## config.mk

```make
export PLATFORM = sky130hd
export DESIGN_NAME = step_ramp_gen_flat
export DESIGN_NICKNAME = d
export VERILOG_FILES = /design/src/rtl/step_ramp_gen_if.sv /design/src/rtl/step_ramp_gen.sv /design/src/flat_wrapper.sv
export SDC_FILE = /design/constraint.sdc
export NUM_CORES = 1
export LEC_CHECK = 0
export ABC_AREA = 1
export ABC_CLOCK_PERIOD_IN_PS = 4600
export CAP_MARGIN = 10
export CORE_ASPECT_RATIO = 0.75
export CORE_MARGIN = 8
export CORE_UTILIZATION = 40
export DETAILED_ROUTE_END_ITERATION = 16
export DONT_BUFFER_PORTS = 1
export SLEW_MARGIN = 20
export SYNTH_ARGS = -nofsm -noshare
export SYNTH_HDL_FRONTEND = slang
export SYNTH_SLANG_ARGS = --single-unit
```

## constraint.sdc

```tcl
create_clock -name Clk -period 4.6 [get_ports Clk]
set_input_delay 0.69 -clock Clk [delete_from_list [all_inputs] [get_ports Clk]]
set_output_delay 0.69 -clock Clk [all_outputs]
set_load 0.01 [all_outputs]
```

## src/rtl/step_ramp_gen_if.sv

```systemverilog
// rtl/step_ramp_gen_if.sv - Move command and pulse/status bundle for one stepper axis.
interface step_ramp_gen_if #(
    parameter int DIV_W = 16,
    parameter int CNT_W = 16
);
    logic             Start;
    logic             Stop;
    logic             Abort;
    logic             DirIn;
    logic [CNT_W-1:0] TotalPls;
    logic [DIV_W-1:0] StartDiv;
    logic [DIV_W-1:0] MinDiv;
    logic [DIV_W-1:0] AccStep;
    logic             Pls_Out;
    logic             Dir;
    logic             Busy;
    logic             Done;
    logic             Err;
    logic [CNT_W-1:0] PlsLeft;
    logic [DIV_W-1:0] CurDiv;

    modport master (
        output Start, Stop, Abort, DirIn, TotalPls, StartDiv, MinDiv, AccStep,
        input  Pls_Out, Dir, Busy, Done, Err, PlsLeft, CurDiv
    );

    modport slave (
        input  Start, Stop, Abort, DirIn, TotalPls, StartDiv, MinDiv, AccStep,
        output Pls_Out, Dir, Busy, Done, Err, PlsLeft, CurDiv
    );
endinterface

```

## src/rtl/step_ramp_gen.sv

```systemverilog
// rtl/step_ramp_gen.sv - Trapezoidal step-pulse generator: accelerate, cruise, decelerate per move.
module step_ramp_gen #(
    parameter int DIV_W  = 16,
    parameter int CNT_W  = 16,
    parameter int PLS_HI = 8
) (
    input logic            Clk,
    input logic            ngRst,
    step_ramp_gen_if.slave bus
);
    localparam logic [1:0] S_IDLE   = 2'd0;
    localparam logic [1:0] S_ACCEL  = 2'd1;
    localparam logic [1:0] S_CRUISE = 2'd2;
    localparam logic [1:0] S_DECEL  = 2'd3;

    logic [1:0]       state;
    logic [CNT_W-1:0] ramp_cnt;
    logic [CNT_W-1:0] pls_left;
    logic [DIV_W-1:0] cur_div;
    logic [DIV_W-1:0] per_cnt;
    logic [DIV_W-1:0] start_div;
    logic [DIV_W-1:0] min_div;
    logic [DIV_W-1:0] acc_step;
    logic             stop_req;
    logic             first_pls;
    logic             zero_pend;
    logic             pls;
    logic             dir;
    logic             busy;
    logic             done;
    logic             err;

    logic [DIV_W:0]   dec_w;
    logic [DIV_W:0]   inc_w;
    logic [DIV_W-1:0] dec_div;
    logic [DIV_W-1:0] inc_div;
    logic             params_ok;
    logic             finish;

    // One extra bit keeps the borrow/carry so the period saturates instead of wrapping.
    assign dec_w   = {1'b0, cur_div} - {1'b0, acc_step};
    assign inc_w   = {1'b0, cur_div} + {1'b0, acc_step};
    assign dec_div = (dec_w[DIV_W] || (dec_w[DIV_W-1:0] < min_div)) ? min_div : dec_w[DIV_W-1:0];
    assign inc_div = (inc_w > {1'b0, start_div}) ? start_div : inc_w[DIV_W-1:0];

    assign params_ok = ({1'b0, bus.MinDiv} >= (DIV_W+1)'(2 * PLS_HI)) && (bus.StartDiv >= bus.MinDiv);
    assign finish    = (pls_left == '0) || (stop_req && (state == S_DECEL) && (ramp_cnt == '0));

    always_ff @(posedge Clk or negedge ngRst) begin
        if (!ngRst) begin
            state     <= S_IDLE;
            ramp_cnt  <= '0;
            pls_left  <= '0;
            cur_div   <= '0;
            per_cnt   <= '0;
            start_div <= '0;
            min_div   <= '0;
            acc_step  <= '0;
            stop_req  <= 1'b0;
            first_pls <= 1'b0;
            zero_pend <= 1'b0;
            pls       <= 1'b0;
            dir       <= 1'b0;
            busy      <= 1'b0;
            done      <= 1'b0;
            err       <= 1'b0;
        end else begin
            done <= 1'b0;
            if (state == S_IDLE) begin
                if (zero_pend) begin
                    // A zero-length move reports Done one edge after it was accepted.
                    zero_pend <= 1'b0;
                    done      <= !bus.Abort;
                end else if (bus.Start) begin
                    if (!params_ok) begin
                        err <= 1'b1;
                    end else begin
                        err       <= 1'b0;
                        dir       <= bus.DirIn;
                        pls_left  <= bus.TotalPls;
                        cur_div   <= bus.StartDiv;
                        start_div <= bus.StartDiv;
                        min_div   <= bus.MinDiv;
                        acc_step  <= bus.AccStep;
                        ramp_cnt  <= '0;
                        stop_req  <= 1'b0;
                        if (bus.TotalPls == '0) begin
                            zero_pend <= 1'b1;
                        end else begin
                            state     <= S_ACCEL;
                            busy      <= 1'b1;
                            first_pls <= 1'b1;
                            per_cnt   <= bus.StartDiv;
                        end
                    end
                end
            end else if (bus.Abort) begin
                state     <= S_IDLE;
                busy      <= 1'b0;
                pls       <= 1'b0;
                stop_req  <= 1'b0;
                first_pls <= 1'b0;
            end else begin
                if (bus.Stop) stop_req <= 1'b1;
                if (per_cnt == cur_div) begin
                    if (!first_pls && finish) begin
                        state    <= S_IDLE;
                        busy     <= 1'b0;
                        done     <= 1'b1;
                        stop_req <= 1'b0;
                    end else begin
                        if (first_pls) begin
                            first_pls <= 1'b0;
                        end else if ((pls_left <= ramp_cnt) || stop_req) begin
                            state   <= S_DECEL;
                            cur_div <= inc_div;
                            if (ramp_cnt != '0) ramp_cnt <= ramp_cnt - 1'b1;
                        end else if ((state == S_ACCEL) && (cur_div > min_div)) begin
                            cur_div  <= dec_div;
                            ramp_cnt <= ramp_cnt + 1'b1;
                        end else begin
                            state <= S_CRUISE;
                        end
                        pls      <= 1'b1;
                        pls_left <= pls_left - 1'b1;
                        per_cnt  <= DIV_W'(1);
                    end
                end else begin
                    per_cnt <= per_cnt + 1'b1;
                    if (per_cnt == DIV_W'(PLS_HI)) pls <= 1'b0;
                end
            end
        end
    end

    assign bus.Pls_Out = pls;
    assign bus.Dir     = dir;
    assign bus.Busy    = busy;
    assign bus.Done    = done;
    assign bus.Err     = err;
    assign bus.PlsLeft = pls_left;
    assign bus.CurDiv  = cur_div;
endmodule

```

## src/flat_wrapper.sv

```systemverilog
// flat-port wrapper written by rule: the top's interface ports become plain ports
module step_ramp_gen_flat 
#(
    parameter int DIV_W  = 16,
    parameter int CNT_W  = 16,
    parameter int PLS_HI = 8
)
  (Clk, ngRst, bus_Start, bus_Stop, bus_Abort, bus_DirIn, bus_TotalPls, bus_StartDiv, bus_MinDiv, bus_AccStep, bus_Pls_Out, bus_Dir, bus_Busy, bus_Done, bus_Err, bus_PlsLeft, bus_CurDiv);
  step_ramp_gen_if #(.DIV_W(DIV_W), .CNT_W(CNT_W)) bus_i ();
  input logic Clk;
  input logic ngRst;
  input wire logic [$bits(bus_i.Start)-1:0] bus_Start;
  input wire logic [$bits(bus_i.Stop)-1:0] bus_Stop;
  input wire logic [$bits(bus_i.Abort)-1:0] bus_Abort;
  input wire logic [$bits(bus_i.DirIn)-1:0] bus_DirIn;
  input wire logic [$bits(bus_i.TotalPls)-1:0] bus_TotalPls;
  input wire logic [$bits(bus_i.StartDiv)-1:0] bus_StartDiv;
  input wire logic [$bits(bus_i.MinDiv)-1:0] bus_MinDiv;
  input wire logic [$bits(bus_i.AccStep)-1:0] bus_AccStep;
  output wire logic [$bits(bus_i.Pls_Out)-1:0] bus_Pls_Out;
  output wire logic [$bits(bus_i.Dir)-1:0] bus_Dir;
  output wire logic [$bits(bus_i.Busy)-1:0] bus_Busy;
  output wire logic [$bits(bus_i.Done)-1:0] bus_Done;
  output wire logic [$bits(bus_i.Err)-1:0] bus_Err;
  output wire logic [$bits(bus_i.PlsLeft)-1:0] bus_PlsLeft;
  output wire logic [$bits(bus_i.CurDiv)-1:0] bus_CurDiv;
  assign bus_i.Start = bus_Start;
  assign bus_i.Stop = bus_Stop;
  assign bus_i.Abort = bus_Abort;
  assign bus_i.DirIn = bus_DirIn;
  assign bus_i.TotalPls = bus_TotalPls;
  assign bus_i.StartDiv = bus_StartDiv;
  assign bus_i.MinDiv = bus_MinDiv;
  assign bus_i.AccStep = bus_AccStep;
  assign bus_Pls_Out = bus_i.Pls_Out;
  assign bus_Dir = bus_i.Dir;
  assign bus_Busy = bus_i.Busy;
  assign bus_Done = bus_i.Done;
  assign bus_Err = bus_i.Err;
  assign bus_PlsLeft = bus_i.PlsLeft;
  assign bus_CurDiv = bus_i.CurDiv;
  step_ramp_gen #(.DIV_W(DIV_W), .CNT_W(CNT_W), .PLS_HI(PLS_HI)) u_core (.Clk(Clk), .ngRst(ngRst), .bus(bus_i));
endmodule
```

Word level (Yosys, flattened, before mapping)
Cells that the tools add are included.
Word-level totals
  flip-flop bits (word level): 122
  output and inout bits: 37
  logic and storage cells: 161
Operators by class
  $add $sub $neg: 6
  magnitude comparators: 6
  equality and inequality tests: 17
  multiplexer cells: 83
  bitwise gates (word level): 2
  reduce and logical (&&, ||, !) cells: 31
Operators by type and width (count)
  16-bit two-way mux: 38
  16-bit logical NOT: 3
  1-bit two-way mux: 34
  16-bit by 1-bit adder with 16-bit output, second input constant: 2
  16-bit by 1-bit subtractor with 16-bit output, second input constant: 2
  6-bit AND reduction: 4
  2-bit two-way mux: 11
  16-bit by 16-bit adder with 17-bit output: 1
  17-bit by 16-bit greater-than comparator with 1-bit output: 1
  16-bit by 16-bit subtractor with 17-bit output: 1
  16-bit equality test: 1
  16-bit by 4-bit equality test with 1-bit output, second input constant: 1
  16-bit greater-or-equal comparator: 1
  16-bit by 5-bit greater-or-equal comparator with 1-bit output, second input constant: 1
  16-bit greater-than comparator: 1
  16-bit less-or-equal comparator: 1
  16-bit < comparator: 1
  16-bit nonzero test: 1
  3-bit nonzero test: 4
  3-bit by 2-bit inequality test with 1-bit output, second input constant: 3
  3-bit AND reduction: 3
  9-bit AND reduction: 1
  2-bit inequality test, second input constant: 4
  8-bit AND reduction: 1
  other kinds (14): 24

Longest topological paths before layout
Gate-level depths: netlist of run 1.
  word-level depth: 11
  gate-level depth with buffers: 30
  gate-level depth less buffers: 28

Worst setup path before layout of run 1
No wires, ideal clock.
  path type: register to register
  start: reg u_core.cur_div[1], in the netlist u_core.bus.CurDiv[1]
  end: reg u_core.cur_div[0], in the netlist u_core.bus.CurDiv[0]
  arrival: 3199 ps
  data required time: 4484 ps
  slack: 1284 ps
  stages on the path, launching flop included: 23
  path buffers: 1
  path through: dfrtp_1 inv_1 fa_1 inv_1 nand2_1 nand3_1 nand2_1 nand2_2 xor2_1 inv_1 ha_1 a21o_1 nor2_1 nand3_1 nand2_1 nand3_1 nand2_1 clkbuf_1 nand3_1 nand3_1 nand3_1 nand2_1 nand2_1
Between the ends
  cells in the longest elaborated chain, start to end: 11
  elaborated cells on any way between the ends: 20
  those cells by class: add/sub (2); order compare (3); eq/ne (1); mux (9); reduce/logical (5)
RTL lines
  from (decl): line step_ramp_gen.sv:19  | logic [DIV_W-1:0] cur_div;
  from (signal assigned): line step_ramp_gen.sv:81  | cur_div <= bus.StartDiv;
  from (signal assigned): line step_ramp_gen.sv:116  | cur_div <= inc_div;
  from (signal assigned): line step_ramp_gen.sv:119  | cur_div <= dec_div;
  16-bit by 16-bit subtractor with 17-bit output: line step_ramp_gen.sv:41  | assign dec_w = {1'b0, cur_div} - {1'b0, acc_step};
  16-bit < comparator: line step_ramp_gen.sv:43  | assign dec_div = (dec_w[DIV_W] || (dec_w[DIV_W-1:0] < min_div)) ? min_div : dec_w[DIV_W-1:0];
  1-bit logical OR: line step_ramp_gen.sv:43
  16-bit two-way mux: line step_ramp_gen.sv:43
  16-bit two-way mux: line step_ramp_gen.sv:118  | end else if ((state == S_ACCEL) && (cur_div > min_div)) begin
  16-bit two-way mux: line step_ramp_gen.sv:114  | end else if ((pls_left <= ramp_cnt) || stop_req) begin
  16-bit two-way mux: line step_ramp_gen.sv:112  | if (first_pls) begin
  16-bit two-way mux: line step_ramp_gen.sv:106  | if (!first_pls && finish) begin
  16-bit two-way mux: line step_ramp_gen.sv:105  | if (per_cnt == cur_div) begin
  16-bit two-way mux: line step_ramp_gen.sv:97  | end else if (bus.Abort) begin
  16-bit two-way mux: line step_ramp_gen.sv:69  | if (state == S_IDLE) begin
Several ways; a longest one is shown, not always the timed one. The select of a mux whose other input is x is not followed.
A chain may end at the register's enable or synchronous reset.

Worst setup path in the final report of run 1
  start: reg u_core.cur_div[0], in the netlist u_core.bus.CurDiv[0]
  end: reg u_core.cur_div[5], in the netlist u_core.bus.CurDiv[5]
Same word-level chain as after synthesis.

==> impl_results.md, run 1 <==
- Slew of the pin with the lowest slew margin: approximately 860 ps
- R2R Path End: u_core.bus.CurDiv[5]$_DFFE_PN0P_
- Critical path endpoint category: flip-flop
- H-tree levels: 4
- 1st-iter DRT viols: 1214
- Most frequent CP cell: nand2_1
- Sequential share of the synthesized area: 0.2614
- Yosys reg bits: approximately 120
- Clock Tree Buf Depth: 2
- Clk root buf: clkbuf_16
- Fin. max-slew vios: 0
- Hpwl dp: around 30000 um
- Total number of vias: 11560
- Worst reg2reg path depth: 25
- Initial antenna violation count: 0
- Inserted Clock Buffers: 17
- Worst EP required: between 4000 and 5000 ps
- Routed wire per std cell: between 15 and 20 um
- Slowest-stage cell, CP: dfrtp_1
- Crit path kind: reg -> reg
- Post-route setup TNS: 0 ps
- Drt drc: 0
- Final Hold Viols: 0
- Area growth, synth to finish: 8.453%
- 1st-pass router iterations: 6
- Synth cell types: 45
- Min-delay worst type: in -> async
- Synth top area share: 0.2614
- Total routed wirelength: around 38000 um
- Routed Antenna Nets: 0
- Max incr delay on CP: 510 ps
- Vias per cell: about 5.3
- Port Buffers: 0
- Max_slew headroom: 0.4196
- CP startpoint kind: flip-flop
- Post-synthesis net count: between 2000 and 2500
- Core ar.: 28920 um2
- Setup Skew: 10.08 ps
- Cell taking the most area after synthesis: dfrtp_1
- Layout cells sized above 1: 0.05225
- Synth Area per Inst: approximately 6.5 um2
- R2R Setup Slk: 680 ps
- Crit path max-delay family: simple AND/OR/NAND/NOR gates
- Row count: 54
- Setup bufs post-CTS: 0
- Yosys warnings: 0
- Period utilisation layout: 0.8529
- Total track usage: 0.2218
- Mapped Area: 11680 um2
- Buf/Inv on CP: 4
- Most common cell after layout, fill and taps aside: nand2_1
- Largest net degree at the start of global routing: 123
- Fillers: approximately 3100
- Outcome: complete, no violations
- First-pass GRT wire length: ~61000 um
- CTS tree: yes
- Top cells by area, synth: dfrtp_1 (26%), nand2_1 (17%), ha_1 (14%), inv_1 (9.1%), nand3_1 (5.9%)
- Max Cap Viol: 0
- Max frequency: between 200 and 300 MHz
- Clock transition at path regs: approximately 60 ps
- Most frequent cells in the layout: nand2_1 (536), inv_1 (284), nand3_1 (137)
- Reg2reg start: u_core.bus.CurDiv[0]$_DFFE_PN0P_
- Layout Nets: ~2000
- Worst endpoint data arrival time: about 4300 ps
- Initial Utilization: 0.4039
- RD Place Congestion: between 0.9 and 1
- Vias in the first global route: 10670
- Synth Instances: 1805
- Die width: approximately 210 um
- # IOs: between 100 and 150
- Worst-Skew Late Latency: approximately 440 ps
- Sink Count: between 100 and 150
- Die Y: 164.0 um
- Overflow after GRT: 0
- Final setup vio count: 0
- Clock period minus worst slack: approximately 3900 ps
- Max FO, Critical Path: 17
- RSZ-0062 raised after global routing: no
- Die area: about 35000 um2
- Antenna Cells: 0
-- sequential cells by signal, indices dropped and copies added (netlist names), 2 cells and up --
register	count
u_core.bus.CurDiv	16
u_core.per_cnt	16
u_core.state	2
u_core.start_div	16
u_core.ramp_cnt	16
u_core.acc_step	16
u_core.bus.PlsLeft	16
u_core.min_div	16
-- routing by layer --
metal  share of wire  GRT usage  routed length (um)
met5               0          0                   0
met4           0.013    0.04882                 501
met3            0.12    0.07551                4536
met2            0.37     0.2846               14310
met1            0.50     0.3429               19050
-- through the flow --
stage	instance area, um2	util	instances	hold slack (ps)	setup slack (ps)
after floorplan	11680	-	1805	394.4	1284
after global placement	12040	0.4162	2158	402.1	780.7
after detailed placement	12040	0.4162	2158	403.1	806.4
after CTS	12670	0.4380	2191	257.8	823.3
after global routing	12670	0.4380	2191	269.8	333.4
final	12670	0.4380	2191	122.6	676.9
-- final cells by class --
cell class              instances  area, um2  share of cell area
multi-input cells            1327       7231              0.5709
clock buffers                  20      466.7             0.03685
clock inverters                12      136.4             0.01077
flip-flops and latches        122       3053              0.2410
repair buffers                 20      170.2             0.01343
inverters                     298       1119             0.08831
well taps                     392      490.5             0.03872
-- kinds of logic (layout without fill, tap and decap cells) --
kind of cell | after synthesis | after routing | share of synthesized area
buffers and inverters | 356 | 350 | 0.1202
XOR/XNOR | 40 | 40 | 0.03000
flip-flops | 122 | 122 | 0.2614
AO/OA/AOI/OAI | 263 | 263 | 0.1219
AND/OR/NAND/NOR | 893 | 893 | 0.3242
adder cells (fa/ha/maj) | 131 | 131 | 0.1423
-- synthesized netlist by cell type, drive strengths merged --
cell type / instances
nand2: 543
inv: 297
nor2: 143
nand3: 140
ha: 128
dfrtp: 122
o21ai: 113
a21oi: 104
buf: 32
xor2: 28
clkbuf: 26
nand4: 26
nor3: 19
o22ai: 16
nor4: 13
xnor2: 12
o211ai: 9
nand3b: 6
o21a: 5
a21o: 3
a31oi: 3
fa: 3
o21bai: 3
o31ai: 3
a22oi: 2
or2: 2
a21boi: 1
a31o: 1
and2: 1
clkinv: 1
-- worst max-delay path by stage --
| stage | from | end | cells past startpoint |
|---|---|---|---|
| after floorplan | u_core.bus.CurDiv[1]$_DFFE_PN0P_ | u_core.bus.CurDiv[0]$_DFFE_PN0P_ | 22 |
| after global placement | bus_MinDiv[15] | u_core.bus.CurDiv[5]$_DFFE_PN0P_ | 11 |
| after detailed placement | bus_MinDiv[15] | u_core.bus.CurDiv[5]$_DFFE_PN0P_ | 11 |
| after CTS | u_core.bus.CurDiv[0]$_DFFE_PN0P_ | u_core.bus.CurDiv[5]$_DFFE_PN0P_ | 25 |
| after global routing | u_core.bus.PlsLeft[11]$_DFFE_PN0P_ | u_core.ramp_cnt[12]$_DFFE_PN0P_ | 23 |
| final | u_core.bus.CurDiv[0]$_DFFE_PN0P_ | u_core.bus.CurDiv[5]$_DFFE_PN0P_ | 25 |
-- what timing repair did --
item	4_1_cts	5_1_grt
gates resized for setup	0	0
hold endpoints to repair	122	0
hold buffers	1	0
Power of run 1 is left out: the tool's default activity adds up to more than one toggle a clock period on the data nets, which glitch-free logic cannot reach.
==> run 2: changes to the inputs <==
CORE_UTILIZATION = 35   (was 40)
==> run 2 against run 1 <==
Routed wire length rose by 1.7%. First-iteration DRC count grew 1.6%. Global-route usage down 2.2 points. Cell area up 1.7%. Non-clock buffer count grew 7. Clock-buffer cell count fell by 1. Register-to-register slack lost 120 ps. Sequential share of layout area fell by 0.39 points. Critical path type unchanged. Highest routed layer unchanged.
==> impl_results.md, run 2 (same netlist as run 1, synthesis figures left out) <==
- Outcome: complete, no violations
- H-tree levels: 4 (unchanged)
- Row count: 58 (+7.4%)
- Vias in the first global route: 10820 (+1.4%)
- 1st-iter DRT viols: 1234 (+1.6%)
- End of the critical path: u_core.bus.CurDiv[3]$_DFFE_PN0P_
- Placed cells: 2223 (+3.0%)
- Clock Tree Buf Depth: 2 (unchanged)
- R2R Path End: u_core.bus.CurDiv[3]$_DFFE_PN0P_
- CTS tree: yes
- Max_slew headroom: 0.3667 (-0.05282)
- Worst endpoint data arrival time: 4400 ps (+120 ps)
- Max frequency: 247.2 MHz (-3.0%)
- Critical path endpoint category: flip-flop
- Reg2reg start: u_core.bus.CurDiv[0]$_DFFE_PN0P_
- Die area: 39530 um2 (+13%)
- Routed Antenna Nets: 0 (unchanged)
- Initial antenna violation count: 0 (unchanged)
- Antenna Cells: 0 (unchanged)
- R2R Setup Slk: 560 ps (-120 ps)
- Clk root buf: clkbuf_16
- CP Launch Point: u_core.bus.CurDiv[0]$_DFFE_PN0P_
- Port Buffers: 0 (unchanged)
- Final Hold Viols: 0 (unchanged)
- Clock period minus worst slack: 4045 ps (+121.5 ps)
- Max FO, Critical Path: 17 (unchanged)
- Core ar.: 33160 um2 (+15%)
- Period utilisation layout: 0.8793 (+0.02642)
- Crit path kind: reg -> reg
- Clock transition at path regs: 60 ps (about the same)
- Drt drc: 0 (unchanged)
- Total routed wirelength: 39070 um (+1.7%)
- First-pass GRT wire length: 62090 um (+2.6%)
- Fin. max-slew vios: 0 (unchanged)
- Worst EP required: 4960 ps (about the same)
- Hold_ws: 93.23 ps (-29.34 ps)
- Overflow after GRT: 0 (unchanged)
- Min-delay worst type: in -> async
- Inserted Clock Buffers: 17 (unchanged)
- Routed wire per std cell: 17.32 um (-1.2%)
- Slew of the pin with the lowest slew margin: 941.2 ps (+78.51 ps)
- CP startpoint kind: flip-flop
- Setup Skew: 15.14 ps (+5.061 ps)
- Final setup vio count: 0 (unchanged)
- Initial Utilization: 0.3521 (-0.05171)
- Total track usage: 0.2002 (-0.02161)
- Die Y: 174.2 um (+6.2%)
- Hpwl dp: 30610 um (+2.7%)
- Sink Count: 122 (unchanged)
- Post-route non-filler standard cell count: 2256 (+3.0%)
- Layout Nets: 1994 (+0.35%)
- Most common cell after layout, fill and taps aside: nand2_1
- Layout cells sized above 1: 0.05592 (+0.003673)
- Area growth, synth to finish: 10.25%
- Die width: 226.9 um (+6.4%)
- RSZ-0062 raised after global routing: no
- RD Place Congestion: 0.9135 (-2.2%)
- Setup bufs post-CTS: 0 (unchanged)
- Vias per cell: 5.148 (-2.4%)
- # IOs: 107 (unchanged)
- Post-route setup TNS: 0 ps (unchanged)
- Most frequent cells in the layout: nand2_1 (536), inv_1 (284), nand3_1 (137)
- Total number of vias: 11610 (+0.48%)
- Worst-Skew Late Latency: 450 ps (about the same)
- Max Cap Viol: 0 (unchanged)
- Worst reg2reg path depth: 26 (+4.0%)
- 1st-pass router iterations: 6 (unchanged)
- Largest net degree at the start of global routing: 123 (unchanged)
run 2: cell count changes in the layout (fill, tap and decap cells not counted):
| cell | delta |
|---|---|
| clkinv_2 | -1 |
| clkbuf_8 | -1 |
| clkinv_4 | -1 |
| buf_4 | +7 |
| clkinvlp_4 | -1 |
| bufinv_16 | +4 |
run 2: repair_timing:
| action | 4_1_cts | 5_1_grt |
|---|---|---|
| endpoints found under the hold margin | 122 | 0 |
| hold buffers | 1 | 0 |
| resized for setup | 0 | 0 |
run 2: critical path: stages (launching register included):
cell     delay, ps
dfrtp_1        420
inv_1          220
ha_1           190
inv_1           60
fa_1           420
nand3_1         90
nand2_1        140
nand2_1         90
nand2_1         90
nand3_1        130
nand3_1         90
nand2_1        120
inv_1           60
ha_1           260
nand2_1         60
inv_1           50
nand3_1         80
nor3_1         140
nand2_1         70
nand2_1         50
buf_4          210
nand2_2        270
nand2_1        140
nand3_1        140
nand2_1        110
nand2_1         50
a21oi_1        180
run 2: worst min path at each step:
stage | end | slack (ps) | depth (start not counted)
floorplan | u_core.acc_step[0]$_DFFE_PN0P_ | 390 | 0
global placement | u_core.acc_step[3]$_DFFE_PN0P_ | 400 | 0
detailed placement | u_core.acc_step[5]$_DFFE_PN0P_ | 400 | 0
CTS | u_core.acc_step[5]$_DFFE_PN0P_ | 250 | 1
global route | u_core.bus.CurDiv[7]$_DFFE_PN0P_ | 150 | 1
finish | u_core.bus.CurDiv[7]$_DFFE_PN0P_ | 90 | 1
run 2: layer usage:
metal,global-route usage,vias up,wire [um]
li1,-,5751,-
met1,0.3039,5401,19140
met2,0.2743,424,15500
met3,0.05221,37,3812
met4,0.04727,0,612
met5,0,-,0
run 2: final cells by class:
type,count,area [um2]
repair buffers,27,222.7
multi-input cells,1327,7231
clock inverters,13,235.2
fillers,3539,20290
clock buffers,19,452.9
inverters,298,1119
flip-flops and latches,122,3053
well taps,450,563.0
run 2: metrics by stage:
| stage | worst slack, ps | util | instance area, um2 |
|---|---|---|---|
| after CTS | 649.5 | 0.3883 | 12880 |
| after floorplan | 1284 | - | 11680 |
| after detailed placement | 682.6 | 0.3667 | 12160 |
| after global routing | 264.5 | 0.3883 | 12880 |
| final | 555.4 | 0.3883 | 12880 |
| after global placement | 724.7 | 0.3667 | 12160 |
Power of run 2 is left out for the same reason.
